$ cat src/rtl/seg7_pkg.sv
// seg7_pkg
// Shared definitions for the four-digit seven-segment scan driver:
//   - scan_state_t : which digit position is currently being driven
//   - SEG_*        : active-low cathode patterns ordered {g,f,e,d,c,b,a}
package seg7_pkg;

  typedef enum logic [1:0] {
    S0 = 2'd0,
    S1 = 2'd1,
    S2 = 2'd2,
    S3 = 2'd3
  } scan_state_t;

  localparam logic [6:0] SEG_DASH = 7'b0111111;
  localparam logic [6:0] SEG_OFF  = 7'b1111111;

  localparam logic [6:0] SEG_0 = 7'b1000000;
  localparam logic [6:0] SEG_1 = 7'b1111001;
  localparam logic [6:0] SEG_2 = 7'b0100100;
  localparam logic [6:0] SEG_3 = 7'b0110000;
  localparam logic [6:0] SEG_4 = 7'b0011001;
  localparam logic [6:0] SEG_5 = 7'b0010010;
  localparam logic [6:0] SEG_6 = 7'b0000010;
  localparam logic [6:0] SEG_7 = 7'b1111000;
  localparam logic [6:0] SEG_8 = 7'b0000000;
  localparam logic [6:0] SEG_9 = 7'b0010000;

endpackage

$ cat src/rtl/seg7_decode.sv
// seg7_decode
// Combinational BCD to seven-segment decoder. Values 10-15 are not valid
// BCD and are shown as a dash so a corrupted digit is visible on the panel.
// Ports:
//   value : 4-bit digit value
//   seg   : active-low segments {g,f,e,d,c,b,a}
module seg7_decode
  import seg7_pkg::*;
(
  input  logic [3:0] value,
  output logic [6:0] seg
);

  always_comb begin
    seg = SEG_OFF;
    case (value)
      4'd0:  seg = SEG_0;
      4'd1:  seg = SEG_1;
      4'd2:  seg = SEG_2;
      4'd3:  seg = SEG_3;
      4'd4:  seg = SEG_4;
      4'd5:  seg = SEG_5;
      4'd6:  seg = SEG_6;
      4'd7:  seg = SEG_7;
      4'd8:  seg = SEG_8;
      4'd9:  seg = SEG_9;
      4'd10, 4'd11, 4'd12,
      4'd13, 4'd14, 4'd15: seg = SEG_DASH;
      default: seg = SEG_OFF;
    endcase
  end

endmodule

$ cat src/rtl/seg7_scan_driver.sv
// seg7_scan_driver
// Time-multiplexes four BCD digits onto a common-anode seven-segment display.
// Each digit is held for REFRESH_DIV clocks; a full S0..S3 sweep is a frame.
// The digit inputs are captured once per frame so the display never tears.
// Optional leading-zero blanking and whole-display blinking are supported.
// Ports:
//   clk, reset         : clock and synchronous active-high reset
//   dig3..dig0         : BCD digits, dig3 is leftmost
//   blank_lz           : blank leading zeros on digits 3 and 2
//   blink_en           : blink the whole display
//   an                 : active-low anodes, an[i] selects digit i
//   seg                : active-low cathodes {g,f,e,d,c,b,a}
//   dp                 : active-low decimal point (lit after digit 2)
//   frame_tick         : one-cycle pulse marking each frame snapshot
module seg7_scan_driver
  import seg7_pkg::*;
#(
  parameter int REFRESH_DIV  = 100000,
  parameter int BLINK_FRAMES = 64
) (
  input  logic       clk,
  input  logic       reset,
  input  logic [3:0] dig3,
  input  logic [3:0] dig2,
  input  logic [3:0] dig1,
  input  logic [3:0] dig0,
  input  logic       blank_lz,
  input  logic       blink_en,
  output logic [3:0] an,
  output logic [6:0] seg,
  output logic       dp,
  output logic       frame_tick
);

  localparam int PRE_W = (REFRESH_DIV > 2) ? $clog2(REFRESH_DIV) : 1;
  localparam int FR_W  = (BLINK_FRAMES > 1) ? $clog2(BLINK_FRAMES) : 1;

  logic [PRE_W-1:0] presc;
  logic             tc;
  scan_state_t      state, next_state;
  logic [3:0]       snap [4];
  logic             blink_off;
  logic [FR_W-1:0]  frame_cnt;
  logic             frame_evt;

  logic [3:0] cur_val;
  logic [3:0] an_next;
  logic [6:0] seg_next;
  logic       dp_next;
  logic       blank;

  assign tc        = (presc == PRE_W'(REFRESH_DIV - 1));
  assign frame_evt = tc && (state == S3);

  always_ff @(posedge clk) begin
    if (reset) state <= S0;
    else       state <= next_state;
  end

  // Next scan state, digit select and per-digit blanking. Blinking is gated
  // by the live blink_en so dropping it restores scanning immediately.
  always_comb begin
    next_state = state;
    cur_val    = snap[0];
    an_next    = 4'b1110;
    dp_next    = 1'b1;
    blank      = 1'b0;
    case (state)
      S0: begin
        an_next = 4'b1110;
        cur_val = snap[0];
        if (tc) next_state = S1;
      end
      S1: begin
        an_next = 4'b1101;
        cur_val = snap[1];
        if (tc) next_state = S2;
      end
      S2: begin
        an_next = 4'b1011;
        cur_val = snap[2];
        dp_next = 1'b0;
        blank   = blank_lz && (snap[3] == 4'd0) && (snap[2] == 4'd0);
        if (tc) next_state = S3;
      end
      S3: begin
        an_next = 4'b0111;
        cur_val = snap[3];
        blank   = blank_lz && (snap[3] == 4'd0);
        if (tc) next_state = S0;
      end
      default: next_state = S0;
    endcase
    if (blank || (blink_en && blink_off)) an_next = 4'b1111;
  end

  seg7_decode u_decode (
    .value (cur_val),
    .seg   (seg_next)
  );

  // Prescaler, frame snapshot, blink phase and the registered output pins.
  always_ff @(posedge clk) begin
    if (reset) begin
      presc      <= '0;
      for (int i = 0; i < 4; i++) snap[i] <= 4'd0;
      blink_off  <= 1'b0;
      frame_cnt  <= '0;
      an         <= 4'b1110;
      seg        <= SEG_0;
      dp         <= 1'b1;
      frame_tick <= 1'b0;
    end else begin
      presc <= tc ? '0 : presc + PRE_W'(1);
      if (frame_evt) begin
        snap[3] <= dig3;
        snap[2] <= dig2;
        snap[1] <= dig1;
        snap[0] <= dig0;
      end
      if (!blink_en) begin
        blink_off <= 1'b0;
        frame_cnt <= '0;
      end else if (frame_evt) begin
        if (frame_cnt == FR_W'(BLINK_FRAMES - 1)) begin
          frame_cnt <= '0;
          blink_off <= ~blink_off;
        end else begin
          frame_cnt <= frame_cnt + FR_W'(1);
        end
      end
      an         <= an_next;
      seg        <= seg_next;
      dp         <= dp_next;
      frame_tick <= frame_evt;
    end
  end

endmodule

$ cat config.mk
export PLATFORM = sky130hd
export DESIGN_NAME = seg7_scan_driver
export DESIGN_NICKNAME = d
export VERILOG_FILES = /design/src/rtl/seg7_pkg.sv /design/src/rtl/seg7_decode.sv /design/src/rtl/seg7_scan_driver.sv
export SDC_FILE = /design/constraint.sdc
export NUM_CORES = 1
export LEC_CHECK = 0
export BUFFER_PORTS_ARGS = -buffer_cell sky130_fd_sc_hd__buf_4
export CORE_MARGIN = 2
export CORE_UTILIZATION = 52
export DETAILED_ROUTE_END_ITERATION = 8
export PLACE_DENSITY = 0.72
export SLEW_MARGIN = 5
export SYNTH_ARGS = -nofsm -noshare
export SYNTH_HDL_FRONTEND = slang
export SYNTH_SLANG_ARGS = --single-unit
$ cat constraint.sdc
create_clock -name clk -period 5 [get_ports clk]
set_clock_uncertainty 0.05 [all_clocks]
set_input_delay 1 -clock clk [delete_from_list [all_inputs] [get_ports clk]]
set_output_delay 1 -clock clk [all_outputs]
set_load 0.03 [all_outputs]
; ---- Word-level counts from Yosys, hierarchy flattened
; Memories as Yosys holds them, arrays and structs flattened. A register that Yosys moved wholly into a read port is not among the register bits.
; Cells that the tools add are included.
[totals]
register_bits = 32
ramBits = 16
mem_bits_ro = 112
in_bits = 20
output_inout_bits = 13
elab_cells = 60
n_memories = 2
[mem_list]
columns = name, depth, word_bits, rd, rd_clocked_by_memory_dff, write_ports, line_no
row1 = (no name shown), 16, 7, 1, 1, 0, seg7_decode.sv:16  ; case (value)
row2 = snap, 4, 4, 4, 0, 4, seg7_scan_driver.sv:41  ; logic [3:0] snap [4];
[classes]
n_addsub = 2
eq_ne = 9
muxes = 20
n_bitwise = 6
n_reduce_logical = 13
[ops]
columns = operator, count
row1 = $pmux W4 S4, 2
row2 = $add A17 B1 Y17 const B, 1
row3 = $eq A17 B17 Y1 const B, 1
row4 = $mux W4, 4
row5 = $logic_not A4 Y1, 2
row6 = $mux W2, 4
row7 = $ne A2 B2 Y1 const B, 4
row8 = $pmux W2 S4, 1
row9 = $mux W1, 7
row10 = $add A6 B1 Y6 const B, 1
row11 = $eq A6 B6 Y1 const B, 1
row12 = $mux W6, 1
row13 = $reduce_or A2 Y1, 3
row14 = $eq A2 B2 Y1 const B, 2
row15 = $logic_and A1 B1 Y1, 4
row16 = $or A1 B1 Y1, 4
row17 = $reduce_and A4 Y1, 1
row18 = $eq A2 B1 Y1 const B, 1
row19 = $logic_not A2 Y1, 1
row20 = $not A1 Y1, 2
row21 = $pmux W1 S2, 1
row22 = $reduce_and A2 Y1, 1
row23 = $logic_or A1 B1 Y1, 1

; ---- Logic depth before layout (Yosys ltp)
; Gate-level depths: netlist (run 1).
; An unclocked memory read counts as a cell.
[depth]
depth_word = 7
depth_mapped = 9
mapped_depth_nobuf = 8

; ---- Cells and area by module
; Synthesis (run 1) repeated with hierarchy kept, for this count alone.
[unflattened]
cells_unflattened = 260
area_unflattened_um2 = 2625.0
[modules_own_cells]
columns = module, n_inst, cells_per_inst, area_per_inst_um2, seq_area_each_um2
row1 = seg7_scan_driver, 1, 229, 2401.1, 1261.2
row2 = seg7_decode, 1, 31, 224.0, 0.0

; ---- Worst setup path before layout (run 1)
; No wires, ideal clock.
[synth_timing]
path_kind = in2reg
start = in reset
end = mem snap[0][0], enable pin
setup_ps = 372
t_arrival_ps = 1946
required_time_ps = 4578
setup_slack_ps = 2632
stages = 3
path_buffers = 1
cell_sequence = clkbuf_1 -> clkinv_1 -> nand2_1
[synth_rtl]
columns = element, line_no
row1 = from (decl), seg7_scan_driver.sv:22  ; input logic reset,
row2 = to (decl), seg7_scan_driver.sv:41

==> impl_results.md, run 1 <==
* Layout area overhead at 15.3%
* CTS tree: built
* DR iter-0 viols at just over 100
* Initial antenna violation count at 0
* Commonest cells post-synth: dfxtp_1, nor2_1, and2_1, edfxtp_1, nand2_1
* Worst-path clk slew at about 0.09 ns
* Post-layout util at 0.625
* Row count at 25
* Die ar. at between 0.005 and 0.006 mm²
* Syn Nets at roughly 280
* Hold Path Stages at 1
* Critical Path RT at 4.89 ns
* Sw Share at 0.211
* Vias in the first global route at approximately 1,800
* Complex-gate fraction of the synthesized area at 0.131
* Leading area contributor after synthesis: dfxtp_1
* Core Region at roughly 0.0048 mm²
* Slew @ Worst Pin at approximately 0.71 ns
* Static Leakage at around 1.1 nW
* Antenna diodes at 0
* R2r setup slk at between 2 and 3 ns
* Yosys reg bits at 55
* Top post-synthesis cells by area: dfxtp_1, edfxtp_1, ha_1
* Num CTS Buffers at 5
* Most frequent cell after synthesis: dfxtp_1
* Final hold violation count at 0
* DRT Pass-1 Iters at 4
* HP Class: reg -> reg
* Crit end category: register
* Period utilization at 0.474
* Root buf cell: clkbuf_8
* Top Ports at 33
* Ys flop type: dfxtp_1
* Xor/xnor cell area share of the yosys netlist at 0.0442
* Vias at between 1,500 and 2,000
* CP arrival at about 2.3 ns
* IO buf count at 32
* Hold-fix buffers at CTS at 0
* Synth Instances at between 200 and 300
* Synth top area share at 0.303
* Clock Sinks at 55
* Adder-cell area share of the yosys netlist at 0.0485
* Vias per cell at 5.55
* Slew HR at 0.524
* Design Area, Final at between 0.002 and 0.003 mm²
* Drt total wl at 4940 µm
* Nets at around 320
* Share of layout cells above drive strength 1 at 0.171
* Min Clock Period, post-route at around 2.4 ns
* Largest family of logic cells by synthesized area: simple AND/OR/NAND/NOR gates
* Largest net degree at the start of global routing at 18
* Post-route ant nets at 0
* Post-synthesis sequential area ratio at 0.489
* Die width at ~74 µm
* Initial Utilization at 0.542
* Crit Reg-Reg Endpoint: snap[0][2]
* Half-perimeter wire length after placement at roughly 3600 µm
* Number of cells after detailed placement at ~350
* RSZ-0062 raised after global routing: false
* Syn. warnings at 0
* Crit start category: register
* Sequential power share at 0.585
* Layout Cells excl Fill at between 300 and 400
* Maximum VDD drop at 0.000175 V
* WS Path Type: reg -> reg
* Ys async rst share at 0
* Mapped Avg Cell Area at ~10 µm²
* Max frequency at between 0.4 and 0.5 GHz
* Clock power frac at 0.354
* GR Util All Layers at 0.192
* Multiplexer share of the synthesized area at 0.0204
* Post-CTS Repair Setup Buffers at 0
* Routability Congestion at about 0.83
* Status: complete, no violations
* Number of setup violations in the final report at 0
* Crit-path max FO at 16
* Post-DP Area at 0.00286 mm²
* Global route overflow at 0
* Max-slew violation count at 0
* DRC at 0
* CTS max path bufs at 2
* Post-synthesis simple-gate area fraction at 0.233
* H-tree lvl count at 2
* First-pass GRT wire length at approximately 8200 µm
* Max-Cap Viols at 0
* Setup TNS at 0 ns
* Wire per inst at ~14 µm
* Post-synth cell types at 52
* Syn Std Cell Area at 0.00258 mm²
* Die height at roughly 74 µm
* FF-to-FF path depth at 5
* Switching pwr at 0.170 mW
* Design Power at ~0.81 mW
* Pwr dens at ~270 mW/mm²
* Combinational Power Share at 0.061
* EDFF count, synth at 16
* Hold path endpoint: presc[0]
* Worst-Skew Late Latency at 0.30 ns
* CTS-repair resized insts at 0
* Internal power at approximately 0.64 mW
* Hold path startpoint: presc[0]
* RR Startpoint: presc[0]
-- how the worst max path moves through the flow --
| stage | start | end | slack [ns] | depth (start not counted) |
|---|---|---|---|---|
| 6_report | presc[0] | snap[0][2] | 2.63 | 5 |
| 5_1_grt | presc[0] | snap[0][2] | 2.40 | 5 |
| 4_1_cts | presc[0] | snap[0][2] | 2.61 | 5 |
| 3_5_place_dp | reset | snap[0][2] | 2.54 | 3 |
| 2_1_floorplan | reset | snap[0][0] | 2.63 | 3 |
| 3_3_place_gp | reset | snap[0][1] | 2.59 | 3 |
-- cells in the final DEF (no fill, tap or decap), types with 3 or more instances in the layout --
| cell type | instances |
|---|---|
| and3_1 | 3 |
| o21ai_0 | 5 |
| and2_1 | 19 |
| nor3_1 | 4 |
| o311ai_0 | 3 |
| dfxtp_1 | 39 |
| and4_1 | 3 |
| mux2i_1 | 3 |
| nand3_1 | 13 |
| a222oi_1 | 3 |
| clkbuf_8 | 5 |
| nor4_1 | 4 |
| nand4_1 | 6 |
| xnor2_1 | 7 |
| nor2_1 | 22 |
| buf_4 | 32 |
| xor2_1 | 6 |
| o31ai_1 | 3 |
| nand2_1 | 16 |
| ha_1 | 10 |
| a22oi_1 | 4 |
| inv_1 | 12 |
| a21oi_1 | 11 |
| edfxtp_1 | 16 |
-- state kept, by name, summed over array words and instances, names as in the netlist --
signal,count
seg,7
state,2
snap,16
dp,1
frame_cnt,6
presc,17
frame_tick,1
an,4
blink_off,1
-- power by group through the flow --
stage / combinational (mW) / sequential, mW / clock, mW
3_5_place_dp: 0.0496 / 0.484 / 0
2_1_floorplan: 0.0209 / 0.489 / 0
3_3_place_gp: 0.0492 / 0.483 / 0
5_1_grt: 0.0549 / 0.475 / 0.311
6_report: 0.0497 / 0.473 / 0.287
4_1_cts: 0.0498 / 0.473 / 0.295
-- worst max-delay path, cell delays in order, from the launching register on --
cell and delay, ns:
dfxtp_1 0.38, ha_1 0.26, and3_1 0.24, nand3_1 0.22, or2_1 0.34, nand2_1 0.52
-- routing by layer --
layer,track usage,up-vias,share of wire
met2,0.294,49,0.47
met4,0.0635,0,0.013
met3,0.0420,6,0.047
li1,-,994,-
met5,0,-,0
met1,0.270,917,0.47
-- logic make-up (layout without fill, tap and decap cells) --
family,count (synthesis),in the layout
compound gates,47,47
xor+xnor,13,13
fa+ha+maj,10,10
buf+inv,20,53
flops,55,55
mux,5,5
simple gates,104,104
-- metrics by stage --
| stage | worst slack [ns] | hold slack (ns) |
|---|---|---|
| after floorplan | 2.63 | 0.376 |
| after global placement | 2.59 | 0.392 |
| after detailed placement | 2.54 | 0.410 |
| after CTS | 2.61 | 0.423 |
| after global routing | 2.40 | 0.454 |
| final | 2.63 | 0.425 |
-- area by class of cell --
cell class	instances	area [µm²]
clock buffer	6	72.6
sequential	55	1260
multi-input combinational	179	1230
inverter	13	48.8
fill	426	1780
tap	67	83.8
clock inverter	2	36.3
timing repair buffer	32	240
No activity file was read; power rests on OpenSTA's default activity.
==> run 2: changes to the inputs <==
CORE_UTILIZATION = 51   (was 52)
PLACE_DENSITY = 0.73   (was 0.72)
clock period = 1.9 ns   (was 5 ns; I/O delays follow)
==> impl_results.md, run 2 (synthesis results as in run 1) <==
* Largest registers: presc: 17 flops, snap: 16 flops, seg: 7 flops
* RSZ-0062 raised after global routing: true
* Routability Congestion at 0.839 (+1.7%)
* Drt total wl at 5610 µm (+14%)
* R2r setup slk at -0.02 ns (-2.65 ns)
* Busiest grt layer: met1
* Layout Cells excl Fill at 387 (+9.3%)
* DR iter-0 viols at 99 (-2.9%)
* Grt met2 use at 0.298 (+0.00424)
* Vias per cell at 5.50 (-0.90%)
* First-pass GRT wire length at 8740 µm (+6.3%)
* Die width at 75.1 µm (+0.92%)
* Antenna diodes at 0 (unchanged)
* HP Class: in -> reg
* Most frequent cells in the layout: buf_4, dfxtp_1, nor2_1
* Crit end category: register
* Worst-Skew Late Latency at 0.30 ns (about the same)
* Die ar. at 0.00564 mm² (+1.8%)
* Number of cells after detailed placement at 369 (+6.6%)
* Largest reg by FF count: presc
* Slew HR at 0.682 (+0.158)
* Nets at 349 (+10%)
* Crit start category: register
* Pwr dens at 633 mW/mm² (+130%)
* Crit Reg-Reg Endpoint: seg[3]
* CP cell instances: buf_4 -> ha_4 -> a222oi_1 -> mux2i_2 -> inv_1 -> ha_1 -> a21o_1 -> a31oi_1
* CTS max path bufs at 2 (unchanged)
* Hold path endpoint: snap[3][2]
* Post-route setup slack at -0.0238 ns (-2.65 ns)
* Clock Sinks at 55 (unchanged)
* Post-layout util at 0.705 (+0.0804)
* Status: complete, but fails checks
* RR Startpoint: state[0]
* Worst-path clk slew at 0.10 ns (about the same)
* Commonest non-fill, non-tap cell in the layout: buf_4
* M3 GR Usage at 0.0442 (+0.00217)
* Static Leakage at 1.29 nW (+15%)
* Hold path startpoint: dig3[2]
* Crit-path max FO at 6 (-10)
* Root buf cell: clkbuf_8
* Wire per inst at 14.5 µm (+3.9%)
* Share of layout cells above drive strength 1 at 0.334 (+0.164)
* Largest net degree at the start of global routing at 18 (unchanged)
* Post-route ant nets at 0 (unchanged)
* Number of setup violations in the final report at 4 (+4)
* Half-perimeter wire length after placement at 3870 µm (+6.3%)
* Maximum VDD drop at 0.000483 V (+180%)
* Min Clock Period, post-route at 1.92 ns (-0.448 ns)
* Critical Path Source: state[0]
* Global route overflow at 0 (unchanged)
* CP max stage delay at 0.37 ns (-0.15 ns)
* Max frequency at 0.520 GHz (+23%)
* WS Path Type: reg -> reg
* IO buf count at 32 (unchanged)
* GR Util All Layers at 0.203 (+0.0113)
* Hold Path Stages at 2 (+1)
* Max-slew violation count at 0 (unchanged)
* Top Ports at 33 (unchanged)
* Slew @ Worst Pin at 0.478 ns (-0.231 ns)
* DRC at 0 (unchanged)
* Die height at 75.1 µm (+0.92%)
* Final hold violation count at 0 (unchanged)
* GR Util met1 at 0.299 (+0.0284)
* Critical Path RT at 2.09 ns (-2.80 ns)
* Vias at 2,130 (+8.3%)
* Hold-fix buffers at CTS at 0 (unchanged)
* Core Region at 0.00479 mm² (+0.66%)
* Slowest cell on crit path: dfxtp_4
* Max reg flops at 17 (unchanged)
* Max-Cap Viols at 0 (unchanged)
* Initial Utilization at 0.539 (-0.00354)
* Vias in the first global route at 1,887 (+4.7%)
* CP arrival at 2.11 ns (-0.15 ns)
* Initial antenna violation count at 0 (unchanged)
* FF-to-FF path depth at 8 (+3)
* Failing checks: setup timing
* Period utilization at 1.01 (+0.538)
* DRT Pass-1 Iters at 5 (+1)
* Row count at 25 (unchanged)
* CTS tree: built
* H-tree lvl count at 2 (unchanged)
* Num CTS Buffers at 5 (unchanged)
* Layout area overhead at 31.0%
## run 2: cell type report
cell class	count	area [µm²]
flip-flops and latches	55	1270
multi-input cells	179	1340
clock buffers	5	68.8
inverters	13	51.3
repair buffers	65	517
well taps	67	83.8
clock inverters	3	38.8
fillers	365	1410
## run 2: timing repair
action / 4_1_cts / 5_1_grt
endpoints found under the setup margin: 10 / 44
cloned: 0 / 2
gates resized for setup: 5 / 26
setup buffers: 1 / 7
pin swaps: 1 / 9
## run 2: metal layers
layer	wire (µm)	vias to the layer above	share of wire
li1	-	1062	-
met1	2620	1003	0.47
met2	2700	61	0.48
met3	234	4	0.042
met4	48	0	0.0086
met5	0	-	0
## run 2: report_power, final
group / internal [mW] / switching [mW] / total (mW)
sequential: 1.23 / 0.0132 / 1.24
combinational: 0.0669 / 0.0798 / 0.147
clock: 0.385 / 0.364 / 0.749
## run 2: critical path, delay by kind of cell (launching register included)
kind	cells	cell delay, ns
AOI/OAI and AO/OA	3	0.59
buffers and inverters	2	0.26
DFF	1	0.37
adders and majority gates	2	0.40
muxes	1	0.18
## run 2: worst max path at each step
stage / slack [ns] / cells past startpoint / to
detailed placement: -0.03 / 8 / seg[3]
global placement: 0.03 / 8 / seg[3]
finish: -0.02 / 8 / seg[3]
CTS: 0.003 / 8 / seg[3]
global route: -0.16 / 8 / seg[3]
floorplan: 0.009 / 5 / snap[0][0]
## run 2: metrics by stage
stage	power [mW]	hold WS, ns	setup WS (ns)	setup TNS, ns	instance area [µm²]
4_1_cts	2.15	0.291	0.00290	0	3200
6_report	2.14	0.299	-0.0238	-0.0453	3380
2_1_floorplan	1.34	0.376	0.00873	0	2610
5_1_grt	2.22	0.287	-0.163	-1.74	3380
3_5_place_dp	1.41	0.413	-0.0350	-0.129	3070
3_3_place_gp	1.41	0.390	0.0350	0	3070
==> run 3: changes to the inputs <==
PLACE_DENSITY = 0.8   (was 0.73)
RECOVER_POWER = 50   (was unset)
==> impl_results.md, run 3 (synthesis results as in run 1) <==
* Max frequency at 0.512 GHz (-1.5%)
* Largest net degree at the start of global routing at 18 (unchanged)
* Num CTS Buffers at 5 (unchanged)
* WHS at 0.277 ns (-0.0216 ns)
* Most frequent cells in the layout: buf_4, dfxtp_1, nor2_1
* Number of setup violations in the final report at 20 (+16)
* DRC at 0 (unchanged)
* CP max stage delay at 0.47 ns (+0.10 ns)
* Layout area overhead at 35.6%
* Commonest non-fill, non-tap cell in the layout: buf_4
* Design Area, Final at 0.00350 mm² (+3.6%)
* Critical path's top delay family: compound AO/OA/AOI/OAI gates
* H-tree lvl count at 2 (unchanged)
* Top Ports at 33 (unchanged)
* Die width at 75.1 µm (unchanged)
* Max-slew violation count at 0 (unchanged)
* Root buf cell: clkbuf_8
* RSZ-0062 raised after global routing: true
* DRT Pass-1 Iters at 5 (unchanged)
* Worst-path clk slew at 0.09 ns (about the same)
* CP arrival at 2.10 ns (about the same)
* Crit end category: register
* FF-to-FF path depth at 6 (-2)
* WS Path Type: reg -> reg
* Crit start category: register
* Post-route ant nets at 0 (unchanged)
* Wire per inst at 16.2 µm (+12%)
* Post-layout util at 0.730 (+0.0251)
* RR Startpoint: state[0]
* Slew HR at 0.672 (-0.00947)
* Final hold violation count at 0 (unchanged)
* Number of cells after detailed placement at 373 (+1.1%)
* Max-Cap Viols at 0 (unchanged)
* Drt total wl at 6360 µm (+13%)
* Largest reg by FF count: presc
* Worst-Skew Late Latency at 0.32 ns (+0.02 ns)
* Critical Path RT at 2.05 ns (-0.04 ns)
* First-pass GRT wire length at 8830 µm (+1.0%)
* Failing checks: setup timing
* Largest registers: presc: 17 flops, snap: 16 flops, seg: 7 flops
* Critical path depth in cells at 6 (-2)
* Die ar. at 0.00564 mm² (unchanged)
* Period utilization at 1.03 (+0.0152)
* Share of layout cells above drive strength 1 at 0.391 (+0.0564)
* IO buf count at 32 (unchanged)
* Pwr dens at 662 mW/mm² (+4.6%)
* Core Region at 0.00479 mm² (unchanged)
* Status: complete, but fails checks
* Global route overflow at 0 (unchanged)
* Crit-path max FO at 7 (+1)
* Antenna diodes at 0 (unchanged)
* Routability Congestion at 0.865 (+3.1%)
* HP Class: in -> reg
* CP cell instances: inv_4 -> ha_4 -> a222oi_1 -> mux2i_2 -> o21ai_0 -> o22ai_1
* Initial Utilization at 0.539 (unchanged)
* Crit Reg-Reg Endpoint: seg[1]
* DR iter-0 viols at 109 (+10%)
* Vias in the first global route at 1,931 (+2.3%)
* Post-DP Area at 0.00310 mm² (+0.98%)
* Post-Place Worst Slack at -0.0428 ns (-0.00781 ns)
* Maximum VDD drop at 0.000541 V (+12%)
* Multi-input combinational cell area at 0.00141 mm² (+4.7%)
* Row count at 25 (unchanged)
* Min Clock Period, post-route at 1.95 ns (+0.0288 ns)
* Nets at 354 (+1.4%)
* GR Util All Layers at 0.207 (+0.00414)
* Layout Cells excl Fill at 392 (+1.3%)
* Clock Sinks at 55 (unchanged)
* Die height at 75.1 µm (unchanged)
* Post-route setup slack at -0.0526 ns (-0.0288 ns)
* Static Leakage at 1.34 nW (+3.5%)
* Register area at 0.00127 mm² (unchanged)
* Worst Setup EP: seg[1]
* Initial antenna violation count at 0 (unchanged)
* Half-perimeter wire length after placement at 3890 µm (+0.49%)
* Sum of buffers and inverters on the critical path at 1 (-1)
* Slowest cell on crit path: a222oi_1
* Fill count at 332 (-9.0%)
* Critical Path Source: state[0]
* Setup TNS at -0.520 ns (-0.475 ns)
* Hold-fix buffers at CTS at 0 (unchanged)
* CTS tree: built
* Slew @ Worst Pin at 0.492 ns (+0.0142 ns)
* CTS max path bufs at 2 (unchanged)
* Design Power at 2.32 mW (+8.4%)
* Hold path startpoint: reset
* R2r setup slk at -0.05 ns (-0.03 ns)
* Max reg flops at 17 (unchanged)
* Vias at 2,222 (+4.3%)
* Vias per cell at 5.67 (+3.0%)
## run 3: cell count changes in the layout (fill, tap and decap cells not counted), sizes merged
cell and delta:
buf +5, bufinv +1, clkinv -1
## run 3: power by group
part	total (mW)	switching (mW)	internal, mW
Combinational	0.161	0.0871	0.0736
Sequential	1.24	0.0139	1.23
Clock	0.912	0.387	0.525
## run 3: area by class of cell
| cell class | count | share of cell area |
|---|---|---|
| clock inverters | 3 | 0.0193 |
| flip-flops and latches | 55 | 0.364 |
| repair buffers | 70 | 0.156 |
| clock buffers | 5 | 0.0197 |
| well taps | 67 | 0.0240 |
| multi-input cells | 179 | 0.402 |
| inverters | 13 | 0.0147 |
## run 3: what timing repair did
item                                    4_1_cts  5_1_grt
pin swaps                                     1       11
endpoints found under the setup margin       30       26
setup buffers                                 1        8
gates resized for setup                       7       42
gates cloned                                  0        2
## run 3: how the worst min path moves through the flow
stage / cells past startpoint / endpoint / slack [ns]
2_1_floorplan: 1 / presc[0] / 0.38
3_3_place_gp: 1 / presc[0] / 0.39
3_5_place_dp: 1 / presc[0] / 0.40
4_1_cts: 2 / seg[2] / 0.28
5_1_grt: 2 / snap[1][0] / 0.28
6_report: 2 / seg[2] / 0.28
## run 3: metal layers
| layer | track usage | wire (µm) |
|---|---|---|
| met5 | 0 | 0 |
| met4 | 0.0615 | 123 |
| met3 | 0.0535 | 312 |
| met2 | 0.342 | 3230 |
| met1 | 0.268 | 2690 |
